<file path="src/rtl/v810_bus_ctl.sv">
// V810 external bus cycle controller.
// Watches the memory access unit's bus outputs and returns READYn/SZRQn.
// Each access is decoded to a region entry that sets its wait states,
// 16-bit sizing and external-ready extension. A watchdog bounds externally
// extended cycles and raises a sticky bus-error flag.
//
// state  | meaning
// -------+-----------------------------------------------------------
// IDLE   | no bus cycle in flight, READYn/SZRQn high
// WAIT   | counting programmed wait states down to zero
// XWAIT  | wait count expired, holding for XRDYn or the watchdog
module v810_bus_ctl #(
    parameter int unsigned TIMEOUT = 255
) (
    input  logic        CLK,
    input  logic        RESn,
    input  logic        CE,
    input  logic [31:0] A,
    input  logic        BCYSTn,
    input  logic        DAn,
    input  logic        MRQn,
    input  logic        XRDYn,
    output logic        READYn,
    output logic        SZRQn,
    input  logic        CFGWR,
    input  logic [3:0]  CFGSEL,
    input  logic [4:0]  CFGD,
    output logic [4:0]  CFGQ,
    output logic        BERR,
    input  logic        BERRCLR
);

    typedef enum logic [1:0] {
        ST_IDLE  = 2'd0,
        ST_WAIT  = 2'd1,
        ST_XWAIT = 2'd2
    } state_t;

    localparam logic [7:0] TMO_LIM   = 8'(TIMEOUT);
    localparam logic [4:0] CFG_RESET = 5'b00111;
    localparam logic [3:0] SEL_IO    = 4'd8;

    logic [4:0] cfg_tbl [0:8];

    state_t     state, state_nxt;
    logic [2:0] cnt, cnt_nxt;
    logic [7:0] tmo, tmo_nxt;
    logic       cur_b16, cur_b16_nxt;
    logic       cur_x, cur_x_nxt;

    logic [3:0] start_sel;
    logic [4:0] start_ent;
    logic       rdy_core_n;
    logic       berr_set;

    // Only the region field of the address takes part in decoding.
    logic       unused_addr_bits;
    assign unused_addr_bits = ^{A[31:27], A[23:0]};

    // Entry of the access being started; read before any same-edge write lands.
    assign start_sel = MRQn ? SEL_IO : {1'b0, A[26:24]};
    assign start_ent = cfg_tbl[start_sel];

    // Config table: reset defaults, writes to unused selects are dropped.
    always_ff @(posedge CLK or negedge RESn) begin
        if (!RESn) begin
            for (int i = 0; i < 9; i++) begin
                cfg_tbl[i] <= CFG_RESET;
            end
        end else if (CE && CFGWR && (CFGSEL <= SEL_IO)) begin
            cfg_tbl[CFGSEL] <= CFGD;
        end
    end

    // Readback of the selected entry, zero for unused selects.
    always_comb begin
        CFGQ = '0;
        if (CFGSEL <= SEL_IO) begin
            CFGQ = cfg_tbl[CFGSEL];
        end
    end

    // Ready from registered state and XRDYn only; DAn gates it below.
    always_comb begin
        rdy_core_n = 1'b1;
        case (state)
            ST_WAIT: begin
                if (cnt == 3'd0) begin
                    rdy_core_n = cur_x ? XRDYn : 1'b0;
                end
            end
            ST_XWAIT: rdy_core_n = XRDYn & (tmo != TMO_LIM);
            default:  rdy_core_n = 1'b1;
        endcase
    end

    assign READYn = rdy_core_n | DAn;
    assign SZRQn  = ~((state != ST_IDLE) & cur_b16 & ~DAn);

    // Next-state: a start restarts from any state and wins over completion.
    always_comb begin
        state_nxt   = state;
        cnt_nxt     = cnt;
        tmo_nxt     = tmo;
        cur_b16_nxt = cur_b16;
        cur_x_nxt   = cur_x;
        if (!BCYSTn) begin
            state_nxt   = ST_WAIT;
            cnt_nxt     = start_ent[2:0];
            tmo_nxt     = '0;
            cur_b16_nxt = start_ent[3];
            cur_x_nxt   = start_ent[4];
        end else if (!DAn) begin
            if (!READYn) begin
                state_nxt = ST_IDLE;
            end else begin
                case (state)
                    ST_WAIT: begin
                        if (cnt != 3'd0) begin
                            cnt_nxt = cnt - 3'd1;
                        end else if (cur_x) begin
                            state_nxt = ST_XWAIT;
                        end
                    end
                    ST_XWAIT: begin
                        // Saturate at the limit so a 255 limit cannot wrap.
                        if (XRDYn && (tmo != TMO_LIM)) begin
                            tmo_nxt = tmo + 8'd1;
                        end
                    end
                    default: state_nxt = state;
                endcase
            end
        end
    end

    // Cycle state registers, advanced only on enabled edges.
    always_ff @(posedge CLK or negedge RESn) begin
        if (!RESn) begin
            state   <= ST_IDLE;
            cnt     <= '0;
            tmo     <= '0;
            cur_b16 <= 1'b0;
            cur_x   <= 1'b0;
        end else if (CE) begin
            state   <= state_nxt;
            cnt     <= cnt_nxt;
            tmo     <= tmo_nxt;
            cur_b16 <= cur_b16_nxt;
            cur_x   <= cur_x_nxt;
        end
    end

    // Watchdog-forced completion is the only source of a bus error.
    assign berr_set = (state == ST_XWAIT) & ~DAn & (tmo == TMO_LIM);

    // Sticky bus-error flag; a set on the same edge beats a clear.
    always_ff @(posedge CLK or negedge RESn) begin
        if (!RESn) begin
            BERR <= 1'b0;
        end else if (CE) begin
            if (berr_set) begin
                BERR <= 1'b1;
            end else if (BERRCLR) begin
                BERR <= 1'b0;
            end
        end
    end

endmodule
</file>
<file path="config.mk">
export PLATFORM = sky130hd
export DESIGN_NAME = v810_bus_ctl
export DESIGN_NICKNAME = d
export VERILOG_FILES = /design/src/rtl/v810_bus_ctl.sv
export SDC_FILE = /design/constraint.sdc
export NUM_CORES = 1
export LEC_CHECK = 0
export BUFFER_PORTS_ARGS = -buffer_cell sky130_fd_sc_hd__buf_4
export CORE_MARGIN = 3
export CORE_UTILIZATION = 51
export DETAILED_ROUTE_END_ITERATION = 6
export PLACE_DENSITY = 0.73
export SYNTH_ARGS = -nofsm -noshare
export SYNTH_HDL_FRONTEND = slang
export SYNTH_SLANG_ARGS = --single-unit
</file>
<file path="constraint.sdc">
create_clock -name CLK -period 2.8 [get_ports CLK]
set_input_delay 0.14 -clock CLK [delete_from_list [all_inputs] [get_ports CLK]]
set_output_delay 0.14 -clock CLK [all_outputs]
set_load 0.05 [all_outputs]
</file>
==> run summary, run 1 <==
Post-layout min period: 2.12 ns
RSZ-0062 raised after global routing: false
Pre-antenna DRT Iters: 4
Setup Skew: 0.0105 ns
Final TNS setup: 0 ns
First-pass GRT wire length: 12900 µm
Dpl hpwl: 5370 µm
Top FF cell, synth: dfrtp_1
I/O Pins: 58
Synth Net Count: 343
Cell variety after synth: 50
Share of post-route cells with drive strength above 1: 45.9%
Die area: 7980 µm²
Hold depth: 3
CTS tree: done
Clock transition at the registers of the reported paths: 0.07 ns
RR Endpoint: tmo[3]$_DFFE_PN0P_
Cell row count: 29
Yosys warns: 0
Crit share post-route: 75.6%
Max FO, Critical Path: 6
Post-synth EDFFs: 0
Async SR Flop Fraction: 100%
Cell Area, Synth: 3540 µm²
Post-DRT Antenna Nets: 0
Status: finished clean
Mapped Cells: 287
Clock Power Share: 29.9%
#FFs+latches synth: 61
CTS Buf Count: 9
Clock root cell: clkbuf_8
Reg2Reg Depth: 6
Dpl cell area: 3780 µm²
Routed length per instance: 19.5 µm
Worst Hold End: BERR$_DFFE_PN0P_
Commonest non-fill, non-tap cells in the layout: 42 x mux2_2, 34 x dfrtp_1, 28 x buf_4, 27 x dfstp_2, 19 x mux4_2
Commonest non-fill, non-tap cell in the layout: mux2_2
Clock latency on the worst-skew pair: 0.35 ns
Final hold violations: 0
Num Clock Sinks: 61
Setup WS pre-CTS: 0.920 ns
Crit. End Element: output port
Die height: 89.3 µm
Worst path required time: 2.66 ns
Final instance area: 3990 µm²
Initial DRC Count: 151
Core area: 6530 µm²
R2r setup slk: 0.89 ns
PwrDens: 666 nW/µm²
Critical Path AT: 1.98 ns
Clock tree buffer depth: 2
Crit Path Class: reg2out
Die Span X: 89.3 µm
Buffers on Ports: 28
Psw: 0.783 mW
Int Pwr: 1.87 mW
FF-to-FF Start: state[0]$_DFFE_PN0P_
Max-Cap Viols: 0
Final slew viol count: 0
Final worst slack: 0.683 ns
Total routed wirelength: 7690 µm
Diodes inserted: 0
Vias: 2502
Vias/cell: 6.33
Largest net degree at the start of global routing: 62
Sequential area share after synthesis: 44.1%
Slew @ Worst Pin: 0.762 ns
Switching fraction of total power: 29.5%
Hold_sp: BERRCLR
Nets: 369
Pleak: 1.67 nW
Initial Util: 54.2%
Sequential power share: 45.7%
Area grow syn2layout: 12.7%
Combinational power share: 24.5%
Finish-stage setup viols: 0
H-tree depth: 3
Total track usage: 22.0%
Vias in the first global route: 2574
Initial antenna violation count: 0
Grt ovf: 0
Hold Path Class: in2reg
Hold slack: 0.0967 ns
Maximum vdd ir drop: 0.409 mV
Placer Congestion: 0.780
Achievable Freq: 472 MHz
Max transition margin: 49.2%
DR DRC count: 0
Post-synthesis area per instance: 12.3 µm²
Crit start category: flop
==> flip-flops by register name (all words and copies together) (netlist names) <==
register / count
cur_b16: 1
BERR: 1
cfg_tbl: 45
cur_x: 1
state: 2
tmo: 8
cnt: 3
==> Yosys cell counts (5+ instances only) <==
| library cell | n | area, µm² |
|---|---|---|
| dfstp_2 | 27 | 709 |
| nand2b_1 | 6 | 37.5 |
| mux2_4 | 5 | 75.1 |
| nor2_1 | 8 | 30.0 |
| nand2_1 | 17 | 63.8 |
| dfrtp_1 | 34 | 851 |
| ha_1 | 6 | 75.1 |
| mux2_2 | 42 | 473 |
| a21oi_1 | 11 | 55.1 |
| mux4_2 | 19 | 428 |
| nor2b_1 | 11 | 68.8 |
| nand3_1 | 6 | 30.0 |
| clkbuf_1 | 6 | 22.5 |
| o22ai_1 | 6 | 37.5 |
| inv_1 | 14 | 52.6 |
| o211ai_1 | 9 | 67.6 |
==> layout make-up <==
class | count | area [µm²]
sequential | 61 | 1560
tap | 77 | 96.3
timing repair buffer | 29 | 220
multi-input combinational | 198 | 1860
clock inverter | 6 | 62.6
clock buffer | 10 | 138
fill | 561 | 2540
inverter | 14 | 52.6
==> cells by family (layout without fill, tap and decap cells) <==
logic type               Yosys count  after routing  share of synthesized area, %
AND/OR/NAND/NOR                   76             76                          12.8
AO/OA/AOI/OAI                     48             48                          9.44
adder cells (fa/ha/maj)            6              6                          2.12
buffers and inverters             28             59                          3.43
multiplexers                      68             68                          28.1
flip-flops                        61             61                          44.1
==> worst max path at each step <==
stage,depth (start not counted),startpoint,endpoint
6_report,6,tmo[0]$_DFFE_PN0P_,READYn
5_1_grt,6,tmo[0]$_DFFE_PN0P_,READYn
3_3_place_gp,6,state[0]$_DFFE_PN0P_,tmo[3]$_DFFE_PN0P_
4_1_cts,6,tmo[0]$_DFFE_PN0P_,READYn
3_5_place_dp,6,state[0]$_DFFE_PN0P_,tmo[3]$_DFFE_PN0P_
2_1_floorplan,6,CFGSEL[1],CFGQ[2]
==> per-layer routing <==
metal,global-route usage [%],vias to the layer above,part of all wire [%]
li1,-,1148,-
met3,5.99,8,6.3
met4,6.09,0,1.1
met1,28.3,1280,42
met2,36.8,66,51
met5,0,-,0
==> critical path, cell delays in order (launching register included) <==
cell,delay (ns)
dfrtp_1,0.41
ha_1,0.23
nand4_1,0.24
o211ai_1,0.25
and4_1,0.27
inv_1,0.05
buf_4,0.18
==> stage by stage <==
step                      power [mW]  utilization (%)  std cells
after detailed placement        1.88             57.8        378
after global routing            2.80             61.1        395
final                           2.65             61.1        395
after CTS                       2.68             61.1        395
after global placement          1.85             57.8        378
after floorplan                 1.69                -        287
==> power by group through the flow <==
stage	Combinational [mW]	Sequential, mW	Clock, mW
after floorplan	0.501	1.19	0
after global placement	0.635	1.22	0
after detailed placement	0.654	1.23	0
after CTS	0.658	1.21	0.808
after global routing	0.713	1.24	0.846
final	0.649	1.21	0.793
==> repair_timing <==
action / 4_1_cts / 5_1_grt
hold buffers: 1 / 0
hold endpoints to repair: 34 / 0
gates resized for setup: 0 / 0
setup buffers: 0 / 0
No activity file was read; power rests on OpenSTA's default activity.
==> run 2, diff against run 1 <==
--- a/config.mk
+++ b/config.mk
@@ -9,7 +9,7 @@
 export CORE_MARGIN = 3
 export CORE_UTILIZATION = 51
 export DETAILED_ROUTE_END_ITERATION = 6
-export PLACE_DENSITY = 0.73
+export PLACE_DENSITY = 0.76
 export SYNTH_ARGS = -nofsm -noshare
 export SYNTH_HDL_FRONTEND = slang
 export SYNTH_SLANG_ARGS = --single-unit
==> constraint.sdc (replaced) <==
create_clock -name CLK -period 1.8 [get_ports CLK]
set_input_delay 0.09 -clock CLK [delete_from_list [all_inputs] [get_ports CLK]]
set_output_delay 0.09 -clock CLK [all_outputs]
set_load 0.05 [all_outputs]
==> run summary, run 2 (same netlist as run 1, synthesis figures left out) <==
Placed Instances: 388
Switching fraction of total power: 28.4%
Nets: 392
Setup WS pre-CTS: 0.0662 ns
Int Pwr: 3.12 mW
Post-layout min period: 1.83 ns
Failing checks: setup timing
Finished Layout Cells: 418
Setup Skew: 0.00927 ns
Crit. End Element: output port
Crit Path Class: reg2out
Slew @ Worst Pin: 0.783 ns
Grt ovf: 0
Reg2Reg Depth: 5
Biggest register: cfg_tbl
Cell row count: 29
Max-Cap Viols: 0
Critical Path Source: cfg_tbl[33]$_DFFE_PN0P_
Routed length per instance: 19.6 µm
Total track usage: 22.5%
Pre-antenna DRT Iters: 4
Final worst slack: -0.0288 ns
Clock transition at the registers of the reported paths: 0.07 ns
Final instance area: 4280 µm²
Area grow syn2layout: 20.8%
Clock latency on the worst-skew pair: 0.34 ns
Vias in the first global route: 2623
Max transition margin: 47.8%
Worst Hold End: cfg_tbl[24]$_DFFE_PN0P_
Core area: 6530 µm²
Max FO, Critical Path: 2
CTS tree: done
Achievable Freq: 547 MHz
Vias: 2589
Commonest non-fill, non-tap cell in the layout: buf_4
GRT met2 Usage: 37.0%
Hold Path Class: in2reg
Initial DRC Count: 157
Dpl cell area: 3850 µm²
Initial Util: 54.2%
Commonest non-fill, non-tap cells in the layout: 47 x buf_4, 42 x mux2_2, 33 x dfrtp_1, 27 x dfstp_2, 19 x mux4_2
RSZ-0062 raised after global routing: true
Final slew viol count: 0
Clock root cell: clkbuf_8
Crit share post-route: 102%
Num Clock Sinks: 61
Critical Path AT: 1.74 ns
FF-to-FF Start: cfg_tbl[29]$_DFFE_PN0P_
Crit start category: flop
R2r setup slk: 0.05 ns
GRT Max-Usage Layer: met2
Hold_sp: CFGD[4]
First-pass GRT wire length: 13300 µm
GR Util met1: 29.4%
Die area: 7980 µm²
Buffers on Ports: 28
Vias/cell: 6.19
CTS Buf Count: 9
Initial antenna violation count: 0
FILL cells: 473
Placer Congestion: 0.807
Die height: 89.3 µm
Pleak: 1.82 nW
Psw: 1.24 mW
Share of post-route cells with drive strength above 1: 54.5%
Dpl hpwl: 5460 µm
I/O Pins: 58
Final hold violations: 0
PwrDens: 1020 nW/µm²
Die Span X: 89.3 µm
Top Registers: cfg_tbl: 45 flops, tmo: 8 flops, cnt: 3 flops
Largest net degree at the start of global routing: 62
Number of flip-flops under the largest register name: 45
Combinational power share: 26.8%
Clock tree buffer depth: 2
Diodes inserted: 0
Hold depth: 2
Worst path required time: 1.71 ns
RR Endpoint: cur_x$_DFFE_PN0P_
Sequential power share: 43.3%
Maximum vdd ir drop: 0.712 mV
H-tree depth: 3
Met3 GRT Util: 6.45%
Finish-stage setup viols: 3
Clock Power Share: 29.9%
DR DRC count: 0
Total routed wirelength: 8190 µm
Finished Core Util: 65.5%
Post-DRT Antenna Nets: 0
Final Power: 4.36 mW
Status: complete, but fails checks
[run 2: changes by cell type in the layout (fill, tap and decap cells not counted), moves of 2 or more]
cell	previous run	this run
a21oi_2	0	5
clkbuf_1	0	2
ha_2	0	2
buf_6	0	4
nor2b_1	11	6
a21oi_1	11	6
ha_1	6	3
nor2b_4	0	5
buf_4	28	47
clkinvlp_4	3	0
o22ai_1	6	3
o22ai_2	0	3
[run 2: critical path, stage by stage, from the launching register on]
cell,delay [ns]
dfrtp_1,0.38
mux4_2,0.47
nor2b_4,0.15
a21oi_2,0.10
o22ai_1,0.09
buf_4,0.21
[run 2: worst max path at each step]
stage	to	slack, ns	cells past startpoint
3_3_place_gp	tmo[7]$_DFFE_PN0P_	0.11	6
2_1_floorplan	CFGQ[2]	0.03	6
4_1_cts	CFGQ[3]	-0.02	5
6_report	CFGQ[3]	-0.03	5
5_1_grt	CFGQ[3]	-0.09	5
3_5_place_dp	tmo[7]$_DFFE_PN0P_	0.07	6
[run 2: cell type report]
cell class / instances / area [µm²] / share of cell area (%)
multi-input combinational: 198 / 1950 / 45.6
sequential: 61 / 1560 / 36.5
timing repair buffer: 52 / 408 / 9.54
clock buffer: 11 / 131 / 3.07
tap: 77 / 96.3 / 2.25
clock inverter: 5 / 75.1 / 1.76
inverter: 14 / 52.6 / 1.23
[run 2: repair_timing]
item / 4_1_cts / 5_1_grt
pin swaps: 6 / 5
endpoints found under the hold margin: 34 / 0
setup buffers: 12 / 1
gates resized for setup: 16 / 10
endpoints found under the setup margin: 6 / 8
hold buffers: 1 / 0
[run 2: per-layer routing]
layer  part of all wire [%]  up-vias
li1                       -     1184
met1                     41     1309
met2                     51       83
met3                    6.7       13
met4                    1.4        0
met5                      0        -
[run 2: power by group through the flow]
stage	Clock [mW]	Combinational (mW)	Sequential, mW
after floorplan	0	0.780	1.85
after CTS	1.33	1.15	1.88
after global routing	1.41	1.27	1.92
after global placement	0	0.995	1.89
after detailed placement	0	1.03	1.91
final	1.31	1.17	1.89
[run 2: metrics by stage]
stage	setup TNS, ns	hold WS, ns
after floorplan	0	-0.206
after global placement	0	0.209
after detailed placement	0	0.223
after CTS	-0.0419	0.0435
after global routing	-0.415	0.0453
final	-0.0463	0.0492
==> run 3, diff against run 2 <==
--- a/config.mk
+++ b/config.mk
@@ -9,7 +9,7 @@
 export CORE_MARGIN = 3
 export CORE_UTILIZATION = 51
 export DETAILED_ROUTE_END_ITERATION = 6
-export PLACE_DENSITY = 0.76
+export PLACE_DENSITY = 0.73
 export SYNTH_ARGS = -nofsm -noshare
 export SYNTH_HDL_FRONTEND = slang
 export SYNTH_SLANG_ARGS = --single-unit
==> constraint.sdc (replaced) <==
create_clock -name CLK -period 2.14 [get_ports CLK]
set_input_delay 0.107 -clock CLK [delete_from_list [all_inputs] [get_ports CLK]]
set_output_delay 0.107 -clock CLK [all_outputs]
set_load 0.05 [all_outputs]
==> run summary, run 3 (same netlist as run 1, synthesis figures left out) <==
Commonest non-fill, non-tap cells in the layout: 42 x mux2_2, 34 x dfrtp_1, 32 x buf_4, 27 x dfstp_2, 19 x mux4_2
Initial antenna violation count: 0
CTS tree: done
Largest stage delay, worst path: 0.40 ns
Number of flip-flops under the largest register name: 45
Largest net degree at the start of global routing: 62
First-pass GRT wire length: 13200 µm
Nets: 373
Num Clock Sinks: 61
Register area: 1560 µm²
WP buf/inv: 2
Total track usage: 22.2%
RSZ-0062 raised after global routing: false
Setup WS pre-CTS: 0.295 ns
Setup Skew: 0.0120 ns
Routed length per instance: 19.5 µm
Vias/cell: 6.32
Crit start category: flop
Final slew viol count: 0
Core area: 6530 µm²
Clock root cell: clkbuf_8
Crit. End Element: output port
CTS Buf Count: 9
Psw: 0.991 mW
Crit path max-delay cell type: dfrtp_1
Sequential power share: 47.3%
Crit share post-route: 94.3%
Achievable Freq: 495 MHz
Diodes inserted: 0
Max FO, Critical Path: 6
H-tree depth: 3
Dpl hpwl: 5380 µm
Buffers on Ports: 28
Final worst slack: 0.121 ns
Slew @ Worst Pin: 0.766 ns
Share of post-route cells with drive strength above 1: 45.7%
Die height: 89.3 µm
Final TNS setup: 0 ns
Dpl cell area: 3810 µm²
Switching fraction of total power: 29.5%
FILL cells: 546
Commonest non-fill, non-tap cell in the layout: mux2_2
Final Power: 3.36 mW
DR DRC count: 0
Vias: 2520
Final instance area: 3990 µm²
Initial DRC Count: 146
Die Span X: 89.3 µm
Maximum vdd ir drop: 0.519 mV
Cell row count: 29
Clock transition at the registers of the reported paths: 0.07 ns
Critical-path cell list: ha_1 > nand4_1 > o211ai_1 > and4_1 > inv_1 > buf_4
Max transition margin: 48.9%
Multi-input gate area: 1860 µm²
Grt ovf: 0
Die area: 7980 µm²
Biggest register: cfg_tbl
Clock latency on the worst-skew pair: 0.34 ns
Area grow syn2layout: 12.7%
Setup bufs post-CTS: 0
Max-Cap Viols: 0
Final hold violations: 0
Hold Path Class: in2reg
Crit Path Class: reg2out
Family with the most delay on the worst path: simple AND/OR/NAND/NOR gates
Clock Power Share: 27.3%
Pleak: 1.69 nW
Critical Path AT: 1.91 ns
Post-CTS Hold Fix Bufs: 1
Placer Congestion: 0.796
Initial Util: 54.2%
Post-layout min period: 2.02 ns
PwrDens: 842 nW/µm²
Int Pwr: 2.37 mW
Post-DRT Antenna Nets: 0
I/O Pins: 58
Finish-stage setup viols: 0
Total routed wirelength: 7780 µm
Vias in the first global route: 2667
Worst path required time: 2.03 ns
Status: finished clean
Clock tree buffer depth: 2
Pre-antenna DRT Iters: 4
Finished Core Util: 61.1%
Combinational power share: 25.4%
Top Registers: cfg_tbl: 45 flops, tmo: 8 flops, cnt: 3 flops
Number of gates resized after cts: 0
-- run 3: cell types whose count changed in the layout (fill, tap and decap cells not counted), sizes merged --
cell    previous run  this run
clkbuf            11        14
buf               51        32
clkinv             3         2
bufinv             2         0
-- run 3: worst register-to-register path, stage by stage, from the launching register on --
cell      delay (ns)
dfrtp_1         0.39
inv_1           0.10
ha_1            0.20
and3b_1         0.28
nand4_1         0.19
or4_1           0.50
o211ai_1        0.09
-- run 3: final cells by class --
cell class | instances | share of cell area (%)
sequential | 61 | 39.1
inverter | 14 | 1.32
multi-input combinational | 198 | 46.6
timing repair buffer | 33 | 6.27
tap | 77 | 2.41
clock inverter | 2 | 0.251
clock buffer | 14 | 4.08
-- run 3: layer usage --
metal	track usage [%]	vias to the layer above	routed length, µm
met3	3.59	9	420
met4	6.90	0	76
met1	29.8	1302	3320
met5	0	-	0
li1	-	1147	-
met2	37.0	62	3960
-- run 3: per-stage QoR --
step | hold WS (ns) | cells
2_1_floorplan | -0.189 | 287
3_3_place_gp | 0.224 | 382
3_5_place_dp | 0.231 | 382
4_1_cts | 0.0780 | 399
5_1_grt | 0.0756 | 399
6_report | 0.0722 | 399
-- run 3: worst paths after layout --
| path | slack (ns) | cells past startpoint | to | startpoint |
|---|---|---|---|---|
| worst max-delay path | 0.12 | 6 | READYn | tmo[0]$_DFFE_PN0P_ |
| worst min-delay path | 0.07 | 2 | cfg_tbl[23]$_DFFE_PN0P_ | CFGD[3] |
| min in group asynchronous | 0.37 | 2 | tmo[4]$_DFFE_PN0P_ | RESn |
| worst max register to register | 0.31 | 6 | tmo[7]$_DFFE_PN0P_ | state[0]$_DFFE_PN0P_ |
| max in group asynchronous | 1.24 | 2 | cur_b16$_DFFE_PN0P_ | RESn |
| worst min register to register | 0.50 | 1 | cnt[0]$_DFFE_PN0P_ | cnt[0]$_DFFE_PN0P_ |
-- run 3: power groups by stage --
stage | Clock (mW) | Sequential (mW) | Combinational [mW]
global route | 0.980 | 1.63 | 0.938
floorplan | 0 | 1.55 | 0.656
detailed placement | 0 | 1.61 | 0.855
CTS | 0.925 | 1.59 | 0.862
finish | 0.917 | 1.59 | 0.853
global placement | 0 | 1.59 | 0.834
